<file path="config.mk">
export PLATFORM = sky130hd
export DESIGN_NAME = wb_write_queue_flat
export DESIGN_NICKNAME = d
export VERILOG_FILES = /design/src/rtl/wb_write_queue_if.sv /design/src/rtl/wb_write_queue.sv /design/src/flat_wrapper.sv
export SDC_FILE = /design/constraint.sdc
export NUM_CORES = 1
export LEC_CHECK = 0
export BUFFER_PORTS_ARGS = -buffer_cell sky130_fd_sc_hd__buf_2
export CAP_MARGIN = 30
export CORE_ASPECT_RATIO = 0.9
export CORE_MARGIN = 3
export CORE_UTILIZATION = 53
export DETAILED_ROUTE_END_ITERATION = 10
export PLACE_DENSITY = 0.82
export SLEW_MARGIN = 20
export SYNTH_ARGS = -nofsm -noshare
export SYNTH_HDL_FRONTEND = slang
export SYNTH_SLANG_ARGS = --single-unit
</file>
<file path="constraint.sdc">
create_clock -name CLK -period 2.85 [get_ports CLK]
set_input_delay 0.1425 -clock CLK [delete_from_list [all_inputs] [get_ports CLK]]
set_output_delay 0.1425 -clock CLK [all_outputs]
set_load 0.05 [all_outputs]
</file>
<file path="src/rtl/wb_write_queue_if.sv">
// Bus bundle for the writeback write queue: producer A/B requests, register-file
// write port, two forwarding lookups and queue occupancy status.
interface wb_write_queue_if #(
   parameter int DEPTH = 4,
   parameter int AW    = 5,
   parameter int DW    = 32
);
   localparam int CW = $clog2(DEPTH + 1);

   logic          A_Valid;
   logic [AW-1:0] A_Reg;
   logic [DW-1:0] A_Data;
   logic          A_Ready;

   logic          B_Valid;
   logic [AW-1:0] B_Reg;
   logic [DW-1:0] B_Data;
   logic          B_Ready;

   logic          RegWre;
   logic [AW-1:0] WriteReg;
   logic [DW-1:0] WriteData;

   logic [AW-1:0] LkReg1;
   logic          LkHit1;
   logic [DW-1:0] LkData1;
   logic [AW-1:0] LkReg2;
   logic          LkHit2;
   logic [DW-1:0] LkData2;

   logic [CW-1:0] Count;
   logic          Full;
   logic          Empty;

   // Producers, decode lookups and the register file sit on the master side.
   modport master (
      output A_Valid, A_Reg, A_Data, input A_Ready,
      output B_Valid, B_Reg, B_Data, input B_Ready,
      input  RegWre, WriteReg, WriteData,
      output LkReg1, input LkHit1, LkData1,
      output LkReg2, input LkHit2, LkData2,
      input  Count, Full, Empty
   );

   modport slave (
      input  A_Valid, A_Reg, A_Data, output A_Ready,
      input  B_Valid, B_Reg, B_Data, output B_Ready,
      output RegWre, WriteReg, WriteData,
      input  LkReg1, output LkHit1, LkData1,
      input  LkReg2, output LkHit2, LkData2,
      output Count, Full, Empty
   );
endinterface

</file>
<file path="src/rtl/wb_write_queue.sv">
// Writeback write queue: merges two producers into an in-order FIFO that retires one
// register-file write per cycle, with combinational forwarding of pending writes.
module wb_write_queue #(
   parameter int DEPTH = 4,
   parameter int AW    = 5,
   parameter int DW    = 32
) (
   input logic              CLK,
   input logic              RST,
   wb_write_queue_if.slave  bus
);
   localparam int PW = (DEPTH > 1) ? $clog2(DEPTH) : 1;
   localparam int CW = $clog2(DEPTH + 1);

   logic [CW-1:0] count_q, count_d;
   logic [PW-1:0] rd_ptr_q, rd_ptr_d;
   logic [PW-1:0] wr_ptr_q, wr_ptr_d;
   logic [AW-1:0] reg_mem_q  [DEPTH];
   logic [AW-1:0] reg_mem_d  [DEPTH];
   logic [DW-1:0] data_mem_q [DEPTH];
   logic [DW-1:0] data_mem_d [DEPTH];

   logic          reg_wre_q, reg_wre_d;
   logic [AW-1:0] write_reg_q, write_reg_d;
   logic [DW-1:0] write_data_q, write_data_d;

   logic          a_ready, b_ready;
   logic          enq_a, enq_b, pop;
   logic [PW-1:0] b_slot;
   logic [DW:0]   lk1, lk2;

   // Ready looks only at the registered count; a same-cycle pop earns no credit.
   always_comb begin
      a_ready = RST && (count_q <= CW'(DEPTH - 1));
      enq_a   = bus.A_Valid && a_ready && (bus.A_Reg != '0);
      b_ready = RST && ((count_q <= CW'(DEPTH - 2)) ||
                        ((count_q == CW'(DEPTH - 1)) && !enq_a));
      enq_b   = bus.B_Valid && b_ready && (bus.B_Reg != '0);
      pop     = (count_q != '0);
   end

   always_comb begin
      reg_mem_d  = reg_mem_q;
      data_mem_d = data_mem_q;
      b_slot     = enq_a ? (wr_ptr_q + PW'(1)) : wr_ptr_q;
      if (enq_a) begin
         reg_mem_d[wr_ptr_q]  = bus.A_Reg;
         data_mem_d[wr_ptr_q] = bus.A_Data;
      end
      if (enq_b) begin
         reg_mem_d[b_slot]  = bus.B_Reg;
         data_mem_d[b_slot] = bus.B_Data;
      end
      wr_ptr_d = wr_ptr_q + PW'(enq_a) + PW'(enq_b);
      rd_ptr_d = rd_ptr_q + PW'(pop);
      count_d  = count_q + CW'(enq_a) + CW'(enq_b) - CW'(pop);

      reg_wre_d    = pop;
      write_reg_d  = write_reg_q;
      write_data_d = write_data_q;
      if (pop) begin
         write_reg_d  = reg_mem_q[rd_ptr_q];
         write_data_d = data_mem_q[rd_ptr_q];
      end
   end

   always_ff @(posedge CLK) begin
      if (!RST) begin
         count_q      <= '0;
         rd_ptr_q     <= '0;
         wr_ptr_q     <= '0;
         reg_wre_q    <= 1'b0;
         write_reg_q  <= '0;
         write_data_q <= '0;
      end else begin
         count_q      <= count_d;
         rd_ptr_q     <= rd_ptr_d;
         wr_ptr_q     <= wr_ptr_d;
         reg_wre_q    <= reg_wre_d;
         write_reg_q  <= write_reg_d;
         write_data_q <= write_data_d;
      end
   end

   // Slot storage needs no reset: occupancy is tracked by count and pointers.
   always_ff @(posedge CLK) begin
      reg_mem_q  <= reg_mem_d;
      data_mem_q <= data_mem_d;
   end

   // Scan oldest to youngest so the last match overrides: output register first,
   // then queue entries from head toward tail.
   function automatic logic [DW:0] lookup(input logic [AW-1:0] key);
      logic          hit;
      logic [DW-1:0] data;
      logic [PW-1:0] idx;
      hit  = 1'b0;
      data = '0;
      if (key != '0) begin
         if (reg_wre_q && (write_reg_q == key)) begin
            hit  = 1'b1;
            data = write_data_q;
         end
         for (int i = 0; i < DEPTH; i++) begin
            idx = rd_ptr_q + PW'(i);
            if ((CW'(i) < count_q) && (reg_mem_q[idx] == key)) begin
               hit  = 1'b1;
               data = data_mem_q[idx];
            end
         end
      end
      return {hit, data};
   endfunction

   always_comb begin
      lk1 = lookup(bus.LkReg1);
      lk2 = lookup(bus.LkReg2);
   end

   assign bus.A_Ready   = a_ready;
   assign bus.B_Ready   = b_ready;
   assign bus.RegWre    = reg_wre_q;
   assign bus.WriteReg  = write_reg_q;
   assign bus.WriteData = write_data_q;
   assign bus.LkHit1    = lk1[DW];
   assign bus.LkData1   = lk1[DW-1:0];
   assign bus.LkHit2    = lk2[DW];
   assign bus.LkData2   = lk2[DW-1:0];
   assign bus.Count     = count_q;
   assign bus.Full      = (count_q == CW'(DEPTH));
   assign bus.Empty     = (count_q == '0);
endmodule

</file>
<file path="src/flat_wrapper.sv">
// flat-port wrapper written by rule: the top's interface ports become plain ports
module wb_write_queue_flat 
#(
   parameter int DEPTH = 4,
   parameter int AW    = 5,
   parameter int DW    = 32
)
  (CLK, RST, bus_A_Valid, bus_A_Reg, bus_A_Data, bus_A_Ready, bus_B_Valid, bus_B_Reg, bus_B_Data, bus_B_Ready, bus_RegWre, bus_WriteReg, bus_WriteData, bus_LkReg1, bus_LkHit1, bus_LkData1, bus_LkReg2, bus_LkHit2, bus_LkData2, bus_Count, bus_Full, bus_Empty);
  wb_write_queue_if #(.DEPTH(DEPTH), .AW(AW), .DW(DW)) bus_i ();
  input logic CLK;
  input logic RST;
  input wire logic [$bits(bus_i.A_Valid)-1:0] bus_A_Valid;
  input wire logic [$bits(bus_i.A_Reg)-1:0] bus_A_Reg;
  input wire logic [$bits(bus_i.A_Data)-1:0] bus_A_Data;
  output wire logic [$bits(bus_i.A_Ready)-1:0] bus_A_Ready;
  input wire logic [$bits(bus_i.B_Valid)-1:0] bus_B_Valid;
  input wire logic [$bits(bus_i.B_Reg)-1:0] bus_B_Reg;
  input wire logic [$bits(bus_i.B_Data)-1:0] bus_B_Data;
  output wire logic [$bits(bus_i.B_Ready)-1:0] bus_B_Ready;
  output wire logic [$bits(bus_i.RegWre)-1:0] bus_RegWre;
  output wire logic [$bits(bus_i.WriteReg)-1:0] bus_WriteReg;
  output wire logic [$bits(bus_i.WriteData)-1:0] bus_WriteData;
  input wire logic [$bits(bus_i.LkReg1)-1:0] bus_LkReg1;
  output wire logic [$bits(bus_i.LkHit1)-1:0] bus_LkHit1;
  output wire logic [$bits(bus_i.LkData1)-1:0] bus_LkData1;
  input wire logic [$bits(bus_i.LkReg2)-1:0] bus_LkReg2;
  output wire logic [$bits(bus_i.LkHit2)-1:0] bus_LkHit2;
  output wire logic [$bits(bus_i.LkData2)-1:0] bus_LkData2;
  output wire logic [$bits(bus_i.Count)-1:0] bus_Count;
  output wire logic [$bits(bus_i.Full)-1:0] bus_Full;
  output wire logic [$bits(bus_i.Empty)-1:0] bus_Empty;
  assign bus_i.A_Valid = bus_A_Valid;
  assign bus_i.A_Reg = bus_A_Reg;
  assign bus_i.A_Data = bus_A_Data;
  assign bus_A_Ready = bus_i.A_Ready;
  assign bus_i.B_Valid = bus_B_Valid;
  assign bus_i.B_Reg = bus_B_Reg;
  assign bus_i.B_Data = bus_B_Data;
  assign bus_B_Ready = bus_i.B_Ready;
  assign bus_RegWre = bus_i.RegWre;
  assign bus_WriteReg = bus_i.WriteReg;
  assign bus_WriteData = bus_i.WriteData;
  assign bus_i.LkReg1 = bus_LkReg1;
  assign bus_LkHit1 = bus_i.LkHit1;
  assign bus_LkData1 = bus_i.LkData1;
  assign bus_i.LkReg2 = bus_LkReg2;
  assign bus_LkHit2 = bus_i.LkHit2;
  assign bus_LkData2 = bus_i.LkData2;
  assign bus_Count = bus_i.Count;
  assign bus_Full = bus_i.Full;
  assign bus_Empty = bus_i.Empty;
  wb_write_queue #(.DEPTH(DEPTH), .AW(AW), .DW(DW)) u_core (.CLK(CLK), .RST(RST), .bus(bus_i));
endmodule
</file>
==> results of run 1 <==
## routing by layer
layer | up-vias | global-route usage (%) | share of wire, %
li1 | 6923 | - | -
met1 | 7601 | 41.9 | 34
met2 | 1396 | 61.0 | 45
met3 | 457 | 8.91 | 12
met4 | 2 | 23.7 | 8.5
met5 | - | 0 | 0.022
## what timing repair did
| item | in CTS | in global routing |
|---|---|---|
| pin swaps | 25 | 29 |
| hold buffers | 37 | 0 |
| gates resized for setup | 158 | 66 |
| hold endpoints to repair | 116 | 0 |
| endpoints found under the setup margin | 66 | 66 |
| setup buffers | 6 | 15 |
| cloned | 5 | 8 |
## state kept, by name (all words and copies together) (netlist names)
| name | flops |
|---|---|
| u_core.bus.WriteReg | 5 |
| u_core.data_mem_q | 128 |
| u_core.bus.Count | 3 |
| u_core.bus.RegWre | 1 |
| u_core.wr_ptr_q | 2 |
| u_core.bus.WriteData | 32 |
| u_core.rd_ptr_q | 2 |
| u_core.reg_mem_q | 20 |
## cells in the mapped netlist, drive strengths merged, types with 3 or more instances
cell type    n
ha           8
o22ai       50
a221oi      16
a31o        48
a221o       48
inv         12
fa           3
clkbuf     102
nand3        6
nor3        10
mux2i      225
a21oi      127
mux4        17
o31ai       16
nand2      282
buf         61
nor2       150
and2         8
dfxtp      193
nand2b       6
nand4        5
xnor2       34
xor2        16
mux2        66
o21ai      160
or3         20
a21boi      37
o22a        16
nor2b        5
## report_power, final
group | leakage [nW] | total, mW | switching [mW] | internal [mW]
clock network | 0.270 | 2.40 | 1.16 | 1.24
registers | 1.61 | 5.34 | 1.32 | 4.02
logic | 6.71 | 16.8 | 9.94 | 6.83
## cells by family after synthesis
logic type,synth area share [%]
buf+inv,5.57
xor+xnor,3.06
mux,23.7
flops,27.0
fa+ha+maj,1.12
simple gates,14.6
compound gates,25.0
## stage by stage
step	setup WS [ns]	util (%)	total power, mW
global placement	-0.164	63.7	19.2
floorplan	-0.222	-	15.0
finish	-0.925	72.5	24.5
global route	-0.975	72.5	25.6
CTS	-0.518	70.0	22.8
detailed placement	-0.194	63.8	19.7
## final cells by class
| class | count | share of cell area [%] |
|---|---|---|
| Clock buffer | 22 | 2.38 |
| Inverter | 12 | 0.242 |
| Antenna cell | 7 | 0.0918 |
| Tap cell | 348 | 2.28 |
| Timing Repair Buffer | 399 | 19.4 |
| Clock inverter | 10 | 0.524 |
| Multi-Input combinational cell | 1396 | 54.8 |
| Sequential cell | 193 | 20.3 |
## worst max path at each step
stage | startpoint | to | cells after the start
after floorplan | u_core.rd_ptr_q[0] | bus_LkData1[10] | 9
after global placement | u_core.rd_ptr_q[0] | bus_LkData1[24] | 11
after detailed placement | u_core.rd_ptr_q[0] | bus_LkData1[30] | 10
after CTS | u_core.rd_ptr_q[0] | bus_LkData1[3] | 11
after global routing | u_core.rd_ptr_q[0] | bus_LkData1[10] | 10
final | u_core.rd_ptr_q[0] | bus_LkData1[10] | 10
## worst max-delay path: stages (launching register included)
cell and delay, ns:
dfxtp_4 0.40, buf_6 0.14, mux4_2 0.60, xnor2_1 0.20, o21ai_1 0.15, nor3_4 0.26
nor3_4 0.09, buf_12 0.19, a221oi_2 0.71, o31ai_4 0.20, buf_6 0.21
==> impl_metrics.py, run 1 <==
metrics = {
    "timing": {
        "fin_setup_tns_ns": -37.35,
        "setup-violations-final": 66,
        "fin_skew_ns": 0.0164,
        "slew_headroom_pct": 47.4,
        "fin_crit_sh_pct": 132,
        "rsz0062_at_grt": "true",
        "drv_slew": 0,
        "hold_viol_final": 0,
        "worst_pin_slew_ns": 0.788,
        "fmax_mhz": 265,
        "finalHoldWorstSlack_ns": 0.0139,
        "layout_setup_ws_ns": -0.925,
        "layout_min_cycle_time_ns": 3.78,
    },
    "global_route": {
        "grt_pass1_vias": 15700,
        "grt_use_total_pct": 36.7,
        "grt_antenna_before_repair": 8,
        "grt_pass1_wl_um": 83700,
        "grt_max_degree": 130,
        "grt-ovfl-total": 0,
    },
    "setup_path": {
        "required_ns": 2.71,
        "start_kind": "register",
        "reg2reg_to": "u_core.data_mem_q[106]",
        "worst-endpoint-arrival_ns": 3.63,
        "crit_type": "reg2out",
        "r2r_start": "u_core.bus.Count[2]",
        "ff2ff_setup_slack_ns": 0.41,
        "end_kind": "primary output",
        "worst-r2r-cell-count": 8,
        "worstPathMaxFanout": 31,
    },
    "route": {
        "routed_wl_um": 59700,
        "vias": 16400,
        "drt_pass1_iterations": 8,
        "drc": 0,
        "routedWlPerCell_um": 25.0,
        "drt_iter0_markers": 2344,
        "avgViaCountPerCell": 6.86,
        "postRouteAntennaNets": 0,
    },
    "floorplan": {
        "dieArea_um2": 29000,
        "die_w_um": 179,
        "die_h_um": 162,
        "rows": 56,
        "start_util_pct": 54.3,
        "core_um2": 26300,
        "io_pins": 199,
    },
    "clock_network": {
        "clkSinkCount": 193,
        "htreeDepth": 4,
        "cts_tree": "built",
        "clock_path_buffers": 2,
        "clkSlewWorstSetupHoldPaths_ns": 0.08,
        "numCtsBuffers": 17,
        "clock_latency_ns": 0.46,
        "root_buffer": "clkbuf_16",
    },
    "layout": {
        "nFillCells": 1751,
        "seqCellArea_um2": 3870,
        "final_area_um2": 19100,
        "final_cell_mix": "272 x nand2_1, 223 x mux2i_1, 188 x dfxtp_1",
        "syn_to_final_growth_pct": 33.4,
        "stdcell_count": 2387,
        "final_nets": 2118,
        "final_layout_size_suffix_gt1_share_pct": 30.7,
        "final_common_cell": "nand2_1",
        "multiInputGateArea_um2": 10500,
    },
    "place": {
        "io_buffers": 198,
        "placed_cell_area_um2": 16800,
        "dp.cells": 2278,
        "dpl.hpwl_um": 34900,
        "place.gp.congestion": 0.947,
    },
    "power": {
        "ir_drop_uv": 1100,
        "power.leakage_nw": 8.60,
        "power.density_nw_per_um2": 1280,
    },
    "run": {
        "max_cap_viol_count": 0,
    },
    "logic_synthesis": {
        "syn_inst": 1764,
        "synth_top_area_share_pct": 27.0,
        "ys_types": 54,
        "synth_nets": 1863,
        "syn_area_per_cell_um2": 8.11,
        "syn_area_um2": 14300,
        "synthTopCellsByArea": "dfxtp_1 27%, mux2i_1 16%, nand2_1 7.3%",
        "yosysWarnings": 0,
        "async_reset_ff_share_pct": 0,
        "synth-edff-count": 0,
        "synth_top_area_cell": "dfxtp_1",
        "yosysSeqAreaShare_pct": 27.0,
        "synthFlopType": "dfxtp_1",
        "ys_ff_latch": 193,
    },
    "worst_hold_path": {
        "worstHoldPathCells": 3,
        "hold_path.class": "in2reg",
        "whs_endpoint": "u_core.data_mem_q[4]",
        "hp-start": "bus_A_Data[4]",
    },
    "run_status": {
        "status": "finished with violations",
        "violations": "negative setup slack",
    },
}
Power figures use the tool's default switching activity.
==> run 2: changes to the inputs <==
--- a/config.mk
+++ b/config.mk
@@ -7,9 +7,11 @@
 export LEC_CHECK = 0
 export BUFFER_PORTS_ARGS = -buffer_cell sky130_fd_sc_hd__buf_2
 export CAP_MARGIN = 30
+export CELL_PAD_IN_SITES_DETAIL_PLACEMENT = 1
+export CELL_PAD_IN_SITES_GLOBAL_PLACEMENT = 2
 export CORE_ASPECT_RATIO = 0.9
 export CORE_MARGIN = 3
-export CORE_UTILIZATION = 53
+export CORE_UTILIZATION = 31
 export DETAILED_ROUTE_END_ITERATION = 10
 export PLACE_DENSITY = 0.82
 export SLEW_MARGIN = 20
==> impl_metrics.py, run 2 (synthesis results as in run 1) <==
metrics = {
    "place": {
        "dp.cells": 2543,
        "place.gp.congestion": 0.859,
        "placed_cell_area_um2": 17200,
        "dpl.hpwl_um": 44500,
        "place_ws_ns": -0.154,
        "io_buffers": 198,
    },
    "floorplan": {
        "start_util_pct": 31.5,
        "die_w_um": 232,
        "dieArea_um2": 48800,
        "core_um2": 45500,
        "rows": 74,
        "die_h_um": 210,
        "io_pins": 199,
    },
    "timing": {
        "setup-violations-final": 66,
        "slew_headroom_pct": 49.1,
        "layout_setup_ws_ns": -0.657,
        "fin_skew_ns": 0.0200,
        "rsz0062_at_grt": "true",
        "drv_slew": 0,
        "hold_viol_final": 0,
        "fin_crit_sh_pct": 123,
        "finalHoldWorstSlack_ns": 0.0129,
        "fmax_mhz": 285,
        "fin_setup_tns_ns": -37.10,
        "worst_pin_slew_ns": 0.755,
        "layout_min_cycle_time_ns": 3.51,
    },
    "clock_network": {
        "clock_latency_ns": 0.48,
        "htreeDepth": 4,
        "clkSinkCount": 193,
        "root_buffer": "clkbuf_16",
        "clkSlewWorstSetupHoldPaths_ns": 0.10,
        "cts_tree": "built",
        "clock_path_buffers": 2,
        "numCtsBuffers": 17,
    },
    "setup_path": {
        "required_ns": 2.71,
        "ff2ff_setup_slack_ns": 0.12,
        "reg2reg_to": "u_core.data_mem_q[76]",
        "worst-endpoint-arrival_ns": 3.36,
        "worst-r2r-cell-count": 10,
        "crit_type": "reg2out",
        "r2r_start": "u_core.bus.Count[2]",
        "end_kind": "primary output",
        "start_kind": "register",
        "worstPathMaxFanout": 8,
    },
    "global_route": {
        "grt_max_degree": 130,
        "grt_use_total_pct": 24.9,
        "grt-ovfl-total": 0,
        "grt_antenna_before_repair": 3,
        "grt_pass1_vias": 15900,
        "grt_pass1_wl_um": 93100,
    },
    "worst_hold_path": {
        "hp-start": "bus_A_Data[1]",
        "hold_path.class": "in2reg",
        "whs_endpoint": "u_core.data_mem_q[1]",
        "worstHoldPathCells": 3,
    },
    "layout": {
        "final_nets": 2139,
        "final_common_cell": "nand2_1",
        "final_layout_size_suffix_gt1_share_pct": 30.9,
        "regMostFlops": "u_core.data_mem_q",
        "syn_to_final_growth_pct": 39.3,
        "final_area_um2": 19900,
        "final_cell_mix": "274 x nand2_1, 223 x mux2i_1, 187 x dfxtp_1",
        "largest_reg_flops": 128,
        "stdcell_count": 2664,
    },
    "run": {
        "max_cap_viol_count": 0,
    },
    "route": {
        "postRouteAntennaNets": 0,
        "vias": 15100,
        "routedWlPerCell_um": 24.0,
        "drt_pass1_iterations": 7,
        "drt_iter0_markers": 914,
        "avgViaCountPerCell": 5.68,
        "routed_wl_um": 64000,
        "drc": 0,
    },
    "power": {
        "power.leakage_nw": 8.73,
        "power.density_nw_per_um2": 1260,
        "ir_drop_uv": 772,
    },
    "run_status": {
        "status": "finished with violations",
        "violations": "negative setup slack",
    },
}
run 2: cell type report:
cell class / count / area [µm²]
Antenna cell: 3 / 7.51
Clock buffer: 18 / 439
Clock inverter: 14 / 159
Fill cell: 5250 / 25500
Inverter: 12 / 46.3
Multi-Input combinational cell: 1396 / 10600
Sequential cell: 193 / 3880
Tap cell: 608 / 761
Timing Repair Buffer: 420 / 3990
run 2: per-layer routing:
metal  track usage, %  up-vias  share of wire, %
met1             26.4     7523                37
met3             3.08      195               3.7
met4             12.2        2               5.7
met5                0        -             0.020
met2             48.2      453                54
li1                 -     6955                 -
run 2: critical path, cell delays in order, from the launching register on:
cell and delay (ns):
dfxtp_4 0.43, buf_4 0.13, mux4_2 0.54, xor2_2 0.17, nor2_2 0.10, o2111ai_2 0.11
or4b_4 0.69, clkbuf_16 0.25, o22ai_4 0.17, a31o_4 0.14, buf_8 0.14
run 2: what timing repair did:
action	CTS	global route
endpoints found under the hold margin	135	0
gates resized for setup	201	79
setup endpoints to repair	66	72
setup buffers	17	11
pin swaps	34	27
hold buffers	49	0
gates cloned	6	4
run 2: how the worst max path moves through the flow:
| stage | startpoint | endpoint | slack [ns] | depth (start not counted) |
|---|---|---|---|---|
| 2_1_floorplan | u_core.rd_ptr_q[0] | bus_LkData1[10] | -0.22 | 9 |
| 3_3_place_gp | u_core.rd_ptr_q[0] | bus_LkData1[25] | -0.14 | 12 |
| 3_5_place_dp | u_core.rd_ptr_q[0] | bus_LkData1[23] | -0.15 | 10 |
| 4_1_cts | u_core.rd_ptr_q[0] | bus_LkData2[26] | -0.57 | 10 |
| 5_1_grt | u_core.rd_ptr_q[0] | bus_LkData2[27] | -0.73 | 10 |
| 6_report | u_core.rd_ptr_q[0] | bus_LkData2[27] | -0.66 | 10 |
run 2: where the power goes:
| part | switching (mW) | internal [mW] |
|---|---|---|
| clock | 1.33 | 1.28 |
| sequential | 1.30 | 4.02 |
| combinational | 10.3 | 6.94 |
run 2: per-stage QoR:
step,power (mW),util [%]
after floorplan,15.0,-
after CTS,24.3,42.4
after global routing,26.5,43.8
final,25.1,43.8
after global placement,20.0,37.7
after detailed placement,20.5,37.7
